`config.mk`:
```
export PLATFORM = sky130hd
export DESIGN_NAME = instruction_encoder
export DESIGN_NICKNAME = d
export VERILOG_FILES = /design/src/rtl/rriscv_pkg.sv /design/src/rtl/instruction_field_packer.sv /design/src/rtl/instruction_encoder.sv
export SDC_FILE = /design/constraint.sdc
export NUM_CORES = 1
export LEC_CHECK = 0
export CAP_MARGIN = 25
export CORE_ASPECT_RATIO = 1.5
export CORE_UTILIZATION = 48
export CTS_BUF_LIST = sky130_fd_sc_hd__clkbuf_16
export DETAILED_ROUTE_END_ITERATION = 8
export PLACE_DENSITY = 0.8
export SLEW_MARGIN = 30
export SYNTH_ARGS = -nofsm -noshare
export SYNTH_HDL_FRONTEND = slang
export SYNTH_HIERARCHICAL = 1
export SYNTH_SLANG_ARGS = --single-unit
```
`constraint.sdc`:
```
create_clock -name clk_i -period 3.22 [get_ports clk_i]
set_input_delay 0.644 -clock clk_i [delete_from_list [all_inputs] [get_ports clk_i]]
set_output_delay 0.644 -clock clk_i [all_outputs]
set_load 0.05 [all_outputs]
```
`src/rtl/rriscv_pkg.sv`:
```
// ---------------------------------------------------------------------------
// rriscv_pkg
//
// Shared definitions for the rriscv core. This slice holds the pieces used by
// the program loader (instruction_encoder):
//   - XLEN                     : data / address width
//   - RV32 opcode, funct3 and funct7 constants for the supported subset
//   - mnemonic_e               : symbolic mnemonic code carried on the loader stream
//   - encoder_state_e          : loader FSM states
//   - IMM_*_MIN / IMM_*_MAX    : signed range limits for I/S/B/J immediates
//   - imm_in_range()           : signed range test used by the field packer
// ---------------------------------------------------------------------------
package rriscv_pkg;

    localparam int XLEN = 32;

    // Major opcodes (inst[6:0])
    localparam logic [6:0] OPC_OP     = 7'b0110011;
    localparam logic [6:0] OPC_OP_IMM = 7'b0010011;
    localparam logic [6:0] OPC_LOAD   = 7'b0000011;
    localparam logic [6:0] OPC_STORE  = 7'b0100011;
    localparam logic [6:0] OPC_BRANCH = 7'b1100011;
    localparam logic [6:0] OPC_JAL    = 7'b1101111;

    // funct3 (inst[14:12])
    localparam logic [2:0] F3_ADD  = 3'b000;
    localparam logic [2:0] F3_MUL  = 3'b000;
    localparam logic [2:0] F3_ADDI = 3'b000;
    localparam logic [2:0] F3_LW   = 3'b010;
    localparam logic [2:0] F3_SW   = 3'b010;
    localparam logic [2:0] F3_BNE  = 3'b001;

    // funct7 (inst[31:25]); MUL lives in the M-extension funct7 space
    localparam logic [6:0] F7_ADD = 7'b0000000;
    localparam logic [6:0] F7_MUL = 7'b0000001;

    typedef enum logic [2:0] {
        MN_ADD  = 3'd0,
        MN_MUL  = 3'd1,
        MN_ADDI = 3'd2,
        MN_LW   = 3'd3,
        MN_SW   = 3'd4,
        MN_JAL  = 3'd5,
        MN_BNE  = 3'd6,
        MN_END  = 3'd7
    } mnemonic_e;

    typedef enum logic [2:0] {
        ENC_IDLE   = 3'd0,
        ENC_ACCEPT = 3'd1,
        ENC_WRITE  = 3'd2,
        ENC_DONE   = 3'd3,
        ENC_ERROR  = 3'd4
    } encoder_state_e;

    // Signed immediate limits: I/S hold 12 bits, B holds 13, J holds 21.
    localparam logic signed [XLEN-1:0] IMM_I_MIN = -32'sd2048;
    localparam logic signed [XLEN-1:0] IMM_I_MAX =  32'sd2047;
    localparam logic signed [XLEN-1:0] IMM_S_MIN = -32'sd2048;
    localparam logic signed [XLEN-1:0] IMM_S_MAX =  32'sd2047;
    localparam logic signed [XLEN-1:0] IMM_B_MIN = -32'sd4096;
    localparam logic signed [XLEN-1:0] IMM_B_MAX =  32'sd4095;
    localparam logic signed [XLEN-1:0] IMM_J_MIN = -32'sd1048576;
    localparam logic signed [XLEN-1:0] IMM_J_MAX =  32'sd1048575;

    // True when imm, read as two's complement, lies in [lo, hi].
    function automatic logic imm_in_range(input logic [XLEN-1:0]        imm,
                                          input logic signed [XLEN-1:0] lo,
                                          input logic signed [XLEN-1:0] hi);
        return ($signed(imm) >= lo) && ($signed(imm) <= hi);
    endfunction

endpackage

```
`src/rtl/instruction_field_packer.sv`:
```
// ---------------------------------------------------------------------------
// instruction_field_packer
//
// Purely combinational RV32 packer for the loader subset. Places the register
// indices and immediate into the bit positions of the instruction format
// chosen by the mnemonic, and flags immediates that the format cannot hold.
//
// Ports:
//   mnemonic_i   in   3     mnemonic code (see mnemonic_e)
//   rd_i         in   5     destination register
//   rs1_i        in   5     source register 1
//   rs2_i        in   5     source register 2
//   imm_i        in   XLEN  signed byte immediate / offset
//   word_o       out  32    packed instruction word (0 for END)
//   range_err_o  out  1     immediate not representable in the format
// ---------------------------------------------------------------------------
module instruction_field_packer
    import rriscv_pkg::*;
(
    input  logic [2:0]      mnemonic_i,
    input  logic [4:0]      rd_i,
    input  logic [4:0]      rs1_i,
    input  logic [4:0]      rs2_i,
    input  logic [XLEN-1:0] imm_i,
    output logic [31:0]     word_o,
    output logic            range_err_o
);

    mnemonic_e mnemonic;

    assign mnemonic = mnemonic_e'(mnemonic_i);

    // Fields a format does not use (rd on S/B, rs2 on I, ...) never reach the
    // word. B and J offsets are in halfwords, so bit 0 is dropped by the
    // packing and must be zero to be representable.
    always_comb begin
        word_o      = '0;
        range_err_o = 1'b0;
        case (mnemonic)
            MN_ADD: begin
                word_o = {F7_ADD, rs2_i, rs1_i, F3_ADD, rd_i, OPC_OP};
            end
            MN_MUL: begin
                word_o = {F7_MUL, rs2_i, rs1_i, F3_MUL, rd_i, OPC_OP};
            end
            MN_ADDI: begin
                word_o      = {imm_i[11:0], rs1_i, F3_ADDI, rd_i, OPC_OP_IMM};
                range_err_o = !imm_in_range(imm_i, IMM_I_MIN, IMM_I_MAX);
            end
            MN_LW: begin
                word_o      = {imm_i[11:0], rs1_i, F3_LW, rd_i, OPC_LOAD};
                range_err_o = !imm_in_range(imm_i, IMM_I_MIN, IMM_I_MAX);
            end
            MN_SW: begin
                word_o      = {imm_i[11:5], rs2_i, rs1_i, F3_SW, imm_i[4:0], OPC_STORE};
                range_err_o = !imm_in_range(imm_i, IMM_S_MIN, IMM_S_MAX);
            end
            MN_JAL: begin
                word_o      = {imm_i[20], imm_i[10:1], imm_i[11], imm_i[19:12],
                               rd_i, OPC_JAL};
                range_err_o = !imm_in_range(imm_i, IMM_J_MIN, IMM_J_MAX) || imm_i[0];
            end
            MN_BNE: begin
                word_o      = {imm_i[12], imm_i[10:5], rs2_i, rs1_i, F3_BNE,
                               imm_i[4:1], imm_i[11], OPC_BRANCH};
                range_err_o = !imm_in_range(imm_i, IMM_B_MIN, IMM_B_MAX) || imm_i[0];
            end
            MN_END: begin
                word_o      = '0;
                range_err_o = 1'b0;
            end
            default: begin
                word_o      = '0;
                range_err_o = 1'b0;
            end
        endcase
    end

endmodule

```
`src/rtl/instruction_encoder.sv`:
```
// ---------------------------------------------------------------------------
// instruction_encoder
//
// Program loader for the rriscv core. Takes symbolic instructions over a
// valid/ready stream, packs each into an RV32 word and writes it to
// instruction memory at base, base+4, base+8, ... A program ends with the END
// mnemonic; an unrepresentable immediate or a full counter parks the loader
// in ERROR until the next start.
//
// Ports:
//   clk_i        in   1      clock
//   rst_i        in   1      synchronous active-high reset
//   start_i      in   1      begin a program (honoured in IDLE/DONE/ERROR)
//   base_addr_i  in   XLEN   first write address, latched on start
//   in_valid_i   in   1      instruction fields valid
//   in_ready_o   out  1      loader accepts fields (ACCEPT state)
//   mnemonic_i   in   3      mnemonic code (see rriscv_pkg::mnemonic_e)
//   rd_i         in   5      destination register
//   rs1_i        in   5      source register 1
//   rs2_i        in   5      source register 2
//   imm_i        in   XLEN   signed byte immediate / offset
//   mem_we_o     out  1      write request
//   mem_addr_o   out  XLEN   write address
//   mem_wdata_o  out  XLEN   encoded instruction word
//   mem_ready_i  in   1      memory takes the write this cycle
//   busy_o       out  1      not IDLE
//   done_o       out  1      one-cycle pulse after END is accepted
//   err_o        out  1      sticky error flag, cleared by start
//   count_o      out  CNT_W  instructions written since start
// ---------------------------------------------------------------------------
module instruction_encoder
    import rriscv_pkg::*;
#(
    parameter int CNT_W = 16
) (
    input  logic             clk_i,
    input  logic             rst_i,
    input  logic             start_i,
    input  logic [XLEN-1:0]  base_addr_i,
    input  logic             in_valid_i,
    output logic             in_ready_o,
    input  logic [2:0]       mnemonic_i,
    input  logic [4:0]       rd_i,
    input  logic [4:0]       rs1_i,
    input  logic [4:0]       rs2_i,
    input  logic [XLEN-1:0]  imm_i,
    output logic             mem_we_o,
    output logic [XLEN-1:0]  mem_addr_o,
    output logic [XLEN-1:0]  mem_wdata_o,
    input  logic             mem_ready_i,
    output logic             busy_o,
    output logic             done_o,
    output logic             err_o,
    output logic [CNT_W-1:0] count_o
);

    encoder_state_e   state_q, state_d;
    logic [XLEN-1:0]  base_q,  base_d;
    logic [CNT_W-1:0] count_q, count_d;
    logic [XLEN-1:0]  addr_q,  addr_d;
    logic [XLEN-1:0]  wdata_q, wdata_d;
    logic             err_q,   err_d;

    logic [31:0]      packed_word;
    logic             range_err;
    logic             is_end;
    logic             count_full;

    instruction_field_packer u_packer (
        .mnemonic_i  (mnemonic_i),
        .rd_i        (rd_i),
        .rs1_i       (rs1_i),
        .rs2_i       (rs2_i),
        .imm_i       (imm_i),
        .word_o      (packed_word),
        .range_err_o (range_err)
    );

    assign is_end     = (mnemonic_e'(mnemonic_i) == MN_END);
    // The last counter value is reserved so count_o can never wrap to 0.
    assign count_full = (count_q == {CNT_W{1'b1}});

    always_ff @(posedge clk_i) begin
        if (rst_i) begin
            state_q <= ENC_IDLE;
            base_q  <= '0;
            count_q <= '0;
            addr_q  <= '0;
            wdata_q <= '0;
            err_q   <= 1'b0;
        end else begin
            state_q <= state_d;
            base_q  <= base_d;
            count_q <= count_d;
            addr_q  <= addr_d;
            wdata_q <= wdata_d;
            err_q   <= err_d;
        end
    end

    // Next-state and output logic. The address and word are captured at the
    // accepting handshake so they stay frozen for the whole WRITE, however
    // long the memory stalls. Address arithmetic wraps modulo 2^XLEN.
    always_comb begin
        state_d     = state_q;
        base_d      = base_q;
        count_d     = count_q;
        addr_d      = addr_q;
        wdata_d     = wdata_q;
        err_d       = err_q;

        in_ready_o  = 1'b0;
        mem_we_o    = 1'b0;
        done_o      = 1'b0;
        busy_o      = (state_q != ENC_IDLE);

        case (state_q)
            ENC_IDLE: begin
                if (start_i) begin
                    base_d  = base_addr_i;
                    count_d = '0;
                    err_d   = 1'b0;
                    state_d = ENC_ACCEPT;
                end
            end

            ENC_ACCEPT: begin
                in_ready_o = 1'b1;
                if (in_valid_i) begin
                    if (is_end) begin
                        state_d = ENC_DONE;
                    end else if (range_err || count_full) begin
                        err_d   = 1'b1;
                        state_d = ENC_ERROR;
                    end else begin
                        addr_d  = base_q + (XLEN'(count_q) << 2);
                        wdata_d = XLEN'(packed_word);
                        state_d = ENC_WRITE;
                    end
                end
            end

            ENC_WRITE: begin
                mem_we_o = 1'b1;
                if (mem_ready_i) begin
                    count_d = count_q + CNT_W'(1);
                    state_d = ENC_ACCEPT;
                end
            end

            ENC_DONE: begin
                done_o = 1'b1;
                if (start_i) begin
                    base_d  = base_addr_i;
                    count_d = '0;
                    err_d   = 1'b0;
                    state_d = ENC_ACCEPT;
                end else begin
                    state_d = ENC_IDLE;
                end
            end

            ENC_ERROR: begin
                if (start_i) begin
                    base_d  = base_addr_i;
                    count_d = '0;
                    err_d   = 1'b0;
                    state_d = ENC_ACCEPT;
                end
            end

            default: begin
                state_d = ENC_IDLE;
            end
        endcase
    end

    assign mem_addr_o  = addr_q;
    assign mem_wdata_o = wdata_q;
    assign err_o       = err_q;
    assign count_o     = count_q;

endmodule

```
* Word-level counts from Yosys, hierarchy flattened *
Index checks and enable logic that the tools add are counted.

word-level totals
  register bits after elaboration = 116
  input bits = 87
  word-level logic and storage cells = 76

operators by class
  $add $sub $neg = 2
  $lt $le $gt $ge = 6
  equality and inequality tests = 18
  multiplexer cells = 20
  bitwise operators = 2
  reductions and logical operators = 22

operators with widths
  cell                                                   number
  case mux 32 bit (7 select lines)                       1
  adder 32 x 18 -> 32 bit                                1
  >= comparator 32 x 12 -> 1 bit, second input constant  1
  >= comparator 32 x 13 -> 1 bit, second input constant  1
  >= comparator 32 x 21 -> 1 bit, second input constant  1
  <= comparator 32 x 12 -> 1 bit, second input constant  1
  <= comparator 32 x 13 -> 1 bit, second input constant  1
  <= comparator 32 x 21 -> 1 bit, second input constant  1
  two-way mux 16 bit                                     2
  case mux 16 bit (2 select lines)                       1
  adder 16 x 1 -> 16 bit, second input constant          1
  == test 16 bit, second input constant                  1
  == test 3 bit, second input constant                   5
  two-way mux 3 bit                                      5
  == test 3 x 2 -> 1 bit, second input constant          4
  case mux 3 bit (4 select lines)                        1
  two-way mux 1 bit                                      8
  != test 2 bit, second input constant                   4
  == test 3 x 1 -> 1 bit, second input constant          2
  zero test 3 bit                                        2
  AND reduction 3 bit                                    2
  OR reduction 3 bit                                     2
  AND reduction 5 bit                                    1
  != test 2 x 1 -> 1 bit, second input constant          2
  11 further kinds                                       19

* Logic depth before layout (Yosys ltp) *
Gate-level depths: netlist of run 1.

  word-level depth = 10
  depth in mapped cells = 13

* Hierarchy *
The synthesis of run 1 kept the hierarchy.

by module, submodules not included
  module                    instances  cells each  area an instance (um^2)  sequential area each (um^2)
  instruction_encoder       1          656         5221.3                   2322.2
  instruction_field_packer  1          111         681.9                    0.0

* Worst setup path after synthesis of run 1 *
OpenSTA, ideal clock, no wires.

  path type = flip-flop to flip-flop
  start point = reg state_q[0]
  end point = reg wdata_q[25], in the netlist mem_wdata_o[25]
  arrival time = 2781 ps
  required time = 3150 ps
  slack = 369 ps
  cell stages (with the launch flop) = 11
  buffers on the path = 4
  path through = dfxtp_1 > buf_2 > inv_1 > nor3_1 > and2_1 > and3_1 > clkbuf_1 > buf_2 > buf_2 > nand2_1 > a21oi_1

on the way
  longest elaborated chain between the ends = 2

RTL lines
  element                        line                        text
  start, declared                instruction_encoder.sv:57   encoder_state_e state_q, state_d;
  start signal, assigned         instruction_encoder.sv:92   state_q <= state_d;
  == test 3 x 1 -> 1 bit         instruction_encoder.sv:117  case (state_q)
  AND reduction 4 bit (no line)  -
  end signal, assigned           instruction_encoder.sv:96   wdata_q <= wdata_d;
  end, declared                  instruction_encoder.sv:61   logic [XLEN-1:0] wdata_q, wdata_d;

Every way passes these cells.
A chain may end at the register's enable or synchronous reset.

* Worst setup path in the final report of run 1 *
  start point = reg count_q[0], in the netlist count_o[0]
  end point = reg addr_q[26], in the netlist mem_addr_o[26]

on the way
  longest elaborated chain between the ends = 4
  elaborated cells between the ends (all ways) = 5
  classes of those cells = add/sub (1); eq/ne (1); bitwise (1); reduce/logical (2)

RTL lines
  element                                                          line                       text
  start, declared                                                  instruction_encoder.sv:59  logic [CNT_W-1:0] count_q, count_d;
  start signal, assigned                                           instruction_encoder.sv:94  count_q <= count_d;
  branches (longest 4 deep; another with adder 32 x 18 -> 32 bit)  -
  end signal, assigned                                             instruction_encoder.sv:95  addr_q <= addr_d;
  end, declared                                                    instruction_encoder.sv:60  logic [XLEN-1:0] addr_q, addr_d;

Several ways; the timed one is not identified.

==> results of run 1 <==
## kinds of logic after synthesis
| family | synth area share (%) |
|---|---|
| buffers and inverters | 5.21 |
| DFF | 39.3 |
| xor gates and xnor gates | 4.15 |
| AOI/OAI and AO/OA | 22.3 |
| and+or+nand+nor | 24.4 |
| adders and majority gates | 3.94 |
| muxes | 0.678 |
## layer usage
layer  track usage [%]  vias up  share of wire [%]
met1              30.1     2843                 39
met5                 0        -                  0
met2              52.5      219                 52
met3              5.85       33                5.8
met4              13.0        0                2.9
li1                  -     2994                  -
## cell usage in the layout, fill, tap and decap left out, types with 3 or more instances in the layout
cell type,Yosys,layout
xnor2_1,9,9
nand4_1,16,16
a22o_1,4,4
o21bai_1,3,3
a21o_1,9,9
clkinv_4,0,5
nand2_1,189,189
or3_1,8,8
clkbuf_16,0,17
xor2_1,19,19
ha_1,17,17
nor4_1,6,6
o31ai_1,5,5
a21oi_1,114,114
mux2i_1,4,4
inv_1,15,15
or4_1,4,4
inv_6,0,3
nand3_1,13,12
bufinv_16,0,3
clkdlybuf4s50_1,0,170
and3_1,4,3
dfxtp_1,116,116
nor3_1,6,6
nand2b_1,11,11
a31oi_1,10,10
o21ai_1,14,13
nor2b_1,14,14
o22ai_1,4,4
a211oi_1,6,6
o21ai_0,25,25
nor2_1,31,31
buf_4,4,18
o211ai_1,5,5
o21a_1,4,4
## sequential cells by signal (all words and copies together), names as in the netlist
| signal | cells |
|---|---|
| mem_wdata_o | 32 |
| err_o | 1 |
| state_q | 3 |
| count_o | 16 |
| base_q | 32 |
| mem_addr_o | 32 |
## path summary, 6_finish.rpt
path / to / slack (ns) / depth (start not counted)
max: mem_addr_o[26] / 0.31 / 10
min: mem_addr_o[4] / 0.45 / 2
max reg2reg: mem_addr_o[26] / 0.31 / 10
min reg2reg: mem_addr_o[4] / 0.45 / 2
## area by class of cell
type / instances / area (um^2) / share of cell area (%)
multi-input combinational: 588 / 3280 / 39.3
sequential: 116 / 2320 / 27.8
timing repair buffer: 191 / 1880 / 22.5
clock buffer: 17 / 425 / 5.09
tap: 153 / 191 / 2.29
clock inverter: 15 / 181 / 2.17
inverter: 18 / 67.6 / 0.809
## worst max-delay path, cell delays in order (launching register included)
cell and delay, ns:
dfxtp_1 0.42, ha_1 0.23, inv_1 0.06, fa_1 0.37, nand2b_1 0.20, a21oi_1 0.20
o21ai_0 0.16, a21oi_1 0.51, o21ai_0 0.24, nor2b_1 0.18, o31ai_1 0.23
## where the power goes
group	total (W)	switching (W)	leakage (nW)	internal, W
registers	0.00153	0.0000423	0.941	0.00149
logic	0.000559	0.000319	1.86	0.000240
clock network	0.00194	0.000713	0.296	0.00122
## through the flow
stage	instances	util [%]	hold WS, ns	area, um^2	setup WS [ns]
after floorplan	767	-	0.432	5900	0.369
after global placement	1066	64.5	0.439	7750	0.237
after detailed placement	1066	64.5	0.444	7750	0.0752
after CTS	1098	69.5	0.450	8350	0.305
after global routing	1098	69.5	0.465	8350	0.0388
final	1098	69.5	0.446	8350	0.312
==> reports/metrics.csv, run 1 <==
stage,metric,value,unit
routing,postRouteAntennaNets,0,
synthesis,synth_area_leaders,"dfxtp_1 39%, nand2_1 12%, a21oi_1 9.7%, ha_1 3.6%, xor2_1 2.8%",
timing,min_period_over_period,90.3,%
synthesis,ys_warn_count,6,
synthesis,netlist.area_leader.share,39.3,%
grt,grt-ovfl-total,0,
finish,drive_gt1_share,7.83,%
synthesis,ys_seq_area_share,39.3,%
routing,drt_iter0_drc,292,
clock_network,cts_hold_buf,0,
clock_network,cts_buffers,17,
synthesis,synth_nets,872,
grt,antenna_found_initial,0,
clock_network,root_buffer,clkbuf_16,
placement,hpwlAfterDp,12700,um
clock_network,cts_resized,0,
synthesis,ys_ff_latch,116,
grt,track_usage,28.2,%
synthesis,synthCells,767,
worst_setup_path,path_max_fanout,6,
worst_setup_path,r2r_start,count_o[0],
clock_network,postCtsSetupRepairBufs,0,
routing,drc_errors,0,
worst_setup_path,startpoint,count_o[0],
finish,nets,1037,
synthesis,synth_cell_types,66,
power_and_ir_drop,power_density,482,nW/um^2
placement,gp_congestion,0.863,
run,cap_violations,0,
synthesis,yosysMostFrequentCell,nand2_1,
timing,rsz0062_at_grt,false,
timing,setup_violations,0,
timing,max_freq,344,MHz
floorplanning,die_x,92.5,um
timing,hold_viol_final,0,
power_and_ir_drop,peakVddDrop,0.348,mV
routing,viasPerCell,5.55,
worst_setup_path,setup.worst_path.end_class,register,
grt,grt_first_pass_wirelength,27700,um
clock_network,cts_num_sinks,116,
finish,diodes,0,
outcome,outcome,finished clean,
synthesis,synth-edff-count,0,
routing,finalWirelength,17600,um
synthesis,synth_area,5900,um^2
hold_path,hp-start,mem_addr_o[4],
floorplanning,ios,172,
floorplanning,core_area,12000,um^2
floorplanning,die_area,12800,um^2
floorplanning,die_y,138,um
timing,max_slew_margin,39.5,%
grt,grt_max_degree,85,
synthesis,yosys.area.top_type,dfxtp_1,
worst_setup_path,critPathKind,register to register,
synthesis,async_flop_share,0,%
finish,area_growth_syn_to_layout,41.5,%
synthesis,ys.flop_type,dfxtp_1,
timing,period_minus_slack,2.91,ns
clock_network,h-tree-depth,4,
grt,grt_pass1_vias,5714,
clock_network,cts_tree,yes,
synthesis,synth_area_per_cell,7.70,um^2
timing,fin_setup_tns,0,ns
routing,firstDrtPassIters,7,
floorplanning,start_util,49.1,%
clock_network,clock_latency,0.42,ns
routing,routedWlPerCell,16.0,um
power_and_ir_drop,p_leak,3.10,nW
worst_setup_path,required,3.54,ns
power_and_ir_drop,p_total,0.00402,W
clock_network,cts_buffer_depth,2,
routing,dr_total_vias,6089,
worst_setup_path,arrival,3.23,ns
synthesis,yosys-top-cells-count,"189 x nand2_1, 116 x dfxtp_1, 114 x a21oi_1",
clock_network,clkTransAtPathRegs,0.06,ns
timing,skew,0.0115,ns
timing,maxSlewViolCount,0,
floorplanning,rows,49,
worst_setup_path,startpoint_type,register,
finish,fillers,1015,
placement,numPortBuffers,171,
timing,worstMarginPinSlew,0.908,ns
hold_path,hp-class,register to register,
No activity file was read; power rests on OpenSTA's default activity.
==> run 2, diff against run 1 <==
PLACE_DENSITY = unset   (was 0.8)
PLACE_DENSITY_LB_ADDON = 0.05   (was unset)
==> reports/metrics.csv, run 2 (synthesized netlist as in run 1, its figures left out) <==
stage,metric,value,unit,change
timing,setup_violations,0,,unchanged
worst_setup_path,setup.worst_path.end_class,register,,unchanged
worst_setup_path,max_stage_delay,0.56,ns,was 0.51 ns
routing,postRouteAntennaNets,0,,unchanged
floorplanning,start_util,49.1,%,unchanged
clock_network,postCtsSetupRepairBufs,0,,unchanged
grt,grt_max_degree,60,,was 85
timing,worst_hold_slack,0.451,ns,was 0.446 ns
timing,worstMarginPinSlew,0.624,ns,was 0.908 ns
finish,diodes,0,,unchanged
worst_setup_path,r2r_start,count_o[6],,was count_o[0]
worst_setup_path,startpoint_type,register,,unchanged
clock_network,cts_buffers,17,,unchanged
clock_network,h-tree-depth,4,,unchanged
placement,gp_congestion,0.925,,was 0.863
timing,period_minus_slack,2.97,ns,was 2.91 ns
grt,grt-ovfl-total,0,,unchanged
power_and_ir_drop,p_total,0.00411,W,was 0.00402 W
run,cap_violations,0,,unchanged
timing,fin_setup_tns,0,ns,unchanged
timing,max_slew_margin,58.3,%,was 39.5%
routing,drt_iter0_drc,274,,was 292
worst_setup_path,cp_cell_sequence,"ha_1, a2111oi_0, o21ai_1, a31oi_2, o21ai_2, a221oi_4, o31ai_1, a31oi_1",,"was ha_1, inv_1, fa_1, nand2b_1, a21oi_1, o21ai_0, a21oi_1, o21ai_0, nor2b_1, o31ai_1"
hold_path,hp-class,register to register,,unchanged
hold_path,hp-start,mem_wdata_o[7],,was mem_addr_o[4]
timing,max_freq,337,MHz,was 344 MHz
routing,firstDrtPassIters,5,,was 7
finish,layout_common_cells,"189 x nand2_1, 170 x clkdlybuf4s50_1, 116 x dfxtp_1",,unchanged
worst_setup_path,ff2ff_setup_slack,0.25,ns,was 0.31 ns
grt,antenna_found_initial,0,,unchanged
placement,hpwlAfterDp,13300,um,was 12700 um
floorplanning,core_area,12000,um^2,unchanged
floorplanning,die_x,92.5,um,unchanged
worst_setup_path,r2r-end,mem_addr_o[25],,was mem_addr_o[26]
routing,finalWirelength,18300,um,was 17600 um
grt,grt_first_pass_wirelength,28600,um,was 27700 um
grt,grt_pass1_vias,5905,,was 5714
floorplanning,rows,49,,unchanged
routing,dr_total_vias,6178,,was 6089
clock_network,clock_latency,0.41,ns,was 0.42 ns
grt,track_usage,28.8,%,was 28.2%
floorplanning,ios,172,,unchanged
outcome,outcome,finished clean,,unchanged
finish,fillers,1017,,was 1015
power_and_ir_drop,power_density,490,nW/um^2,was 482 nW/um^2
power_and_ir_drop,peakVddDrop,0.396,mV,was 0.348 mV
worst_setup_path,path_buf_inv,0,,was 1
worst_setup_path,path_max_fanout,14,,was 6
clock_network,cts_hold_buf,0,,unchanged
routing,drc_errors,0,,unchanged
timing,worst_slack,0.250,ns,was 0.312 ns
placement,dp_slack,0.0973,ns,was 0.0752 ns
clock_network,root_buffer,clkbuf_16,,unchanged
finish,stdcell_area,8390,um^2,was 8350 um^2
finish,layout_commonest_cell,nand2_1,,unchanged
clock_network,cts_num_sinks,116,,unchanged
hold_path,min_path_cells,2,,unchanged
floorplanning,die_y,138,um,unchanged
finish,nets,1036,,was 1037
worst_setup_path,critPathKind,register to register,,unchanged
worst_setup_path,startpoint,count_o[6],,was count_o[0]
hold_path,worstHoldEndpoint,mem_wdata_o[7],,was mem_addr_o[4]
worst_setup_path,arrival,3.30,ns,was 3.23 ns
finish,area_growth_syn_to_layout,42.2,%,was 41.5%
clock_network,cts_tree,yes,,unchanged
finish,drive_gt1_share,7.63,%,was 7.83%
worst_setup_path,cp_slowest_cell,a221oi_4,,was a21oi_1
placement,numPortBuffers,171,,unchanged
clock_network,clkTransAtPathRegs,0.06,ns,about the same
timing,hold_viol_final,0,,unchanged
timing,skew,0.00700,ns,was 0.0115 ns
placement,place_area,7760,um^2,was 7750 um^2
power_and_ir_drop,p_leak,3.11,nW,was 3.10 nW
timing,maxSlewViolCount,0,,unchanged
routing,routedWlPerCell,16.7,um,was 16.0 um
timing,rsz0062_at_grt,false,,unchanged
worst_setup_path,required,3.55,ns,was 3.54 ns
worst_setup_path,ff2ff_path_depth,8,,was 10
timing,min_period_over_period,92.2,%,was 90.3%
clock_network,cts_buffer_depth,2,,unchanged
routing,viasPerCell,5.63,,was 5.55
clock_network,cts_resized,0,,unchanged
worst_setup_path,crit_family,compound AO/OA/AOI/OAI gates,,unchanged
floorplanning,die_area,12800,um^2,unchanged
-- run 2: cell count changes in the layout (fill, tap and decap cells not counted), moves of 2 or more --
cell and change:
buf_12 +2, buf_4 -3, clkinv_2 -2, clkinv_4 -2
-- run 2: worst min-delay path, stage by stage, from the launching register on --
cell	delay, ns
dfxtp_1	0.30
nand2_1	0.05
a21oi_1	0.05
-- run 2: report_power, final --
part	switching [W]	leakage (nW)	internal, W
registers	0.0000420	0.941	0.00149
logic	0.000320	1.87	0.000245
clock network	0.000714	0.304	0.00130
total	0.00108	3.11	0.00303
-- run 2: per-stage QoR --
stage,std cells,util (%)
detailed placement,1065,64.6
global route,1097,69.8
floorplan,767,-
finish,1097,69.8
global placement,1065,64.6
CTS,1097,69.8
-- run 2: area by class of cell --
| class | instances | area [um^2] | share of cell area [%] |
|---|---|---|---|
| Clock inverter | 15 | 204 | 2.43 |
| Timing Repair Buffer | 190 | 1900 | 22.6 |
| Sequential cell | 116 | 2320 | 27.7 |
| Multi-Input combinational cell | 588 | 3280 | 39.1 |
| Clock buffer | 17 | 425 | 5.07 |
| Tap cell | 153 | 191 | 2.28 |
| Inverter | 18 | 67.6 | 0.805 |
-- run 2: per-layer routing --
metal / share of wire, % / vias up / track usage (%)
met5: 0 / - / 0
met1: 38 / 2892 / 30.0
li1: - / 2996 / -
met2: 53 / 243 / 54.4
met3: 6.1 / 47 / 5.35
met4: 3.6 / 0 / 14.3
-- run 2: worst max-delay path by stage --
stage / depth (start not counted) / to / slack, ns
global route: 10 / mem_addr_o[26] / 0.14
CTS: 3 / in_ready_o / 0.27
detailed placement: 11 / mem_addr_o[26] / 0.1
global placement: 11 / mem_addr_o[26] / 0.18
floorplan: 10 / mem_wdata_o[25] / 0.37
finish: 8 / mem_addr_o[25] / 0.25
==> run 3, diff against run 2 <==
CTS_CLUSTER_SIZE = 20   (was unset)
GPL_ROUTABILITY_DRIVEN = 0   (was unset)
==> results of run 3 <==
Final layout, timing and power as in run 2 (identical DEF).
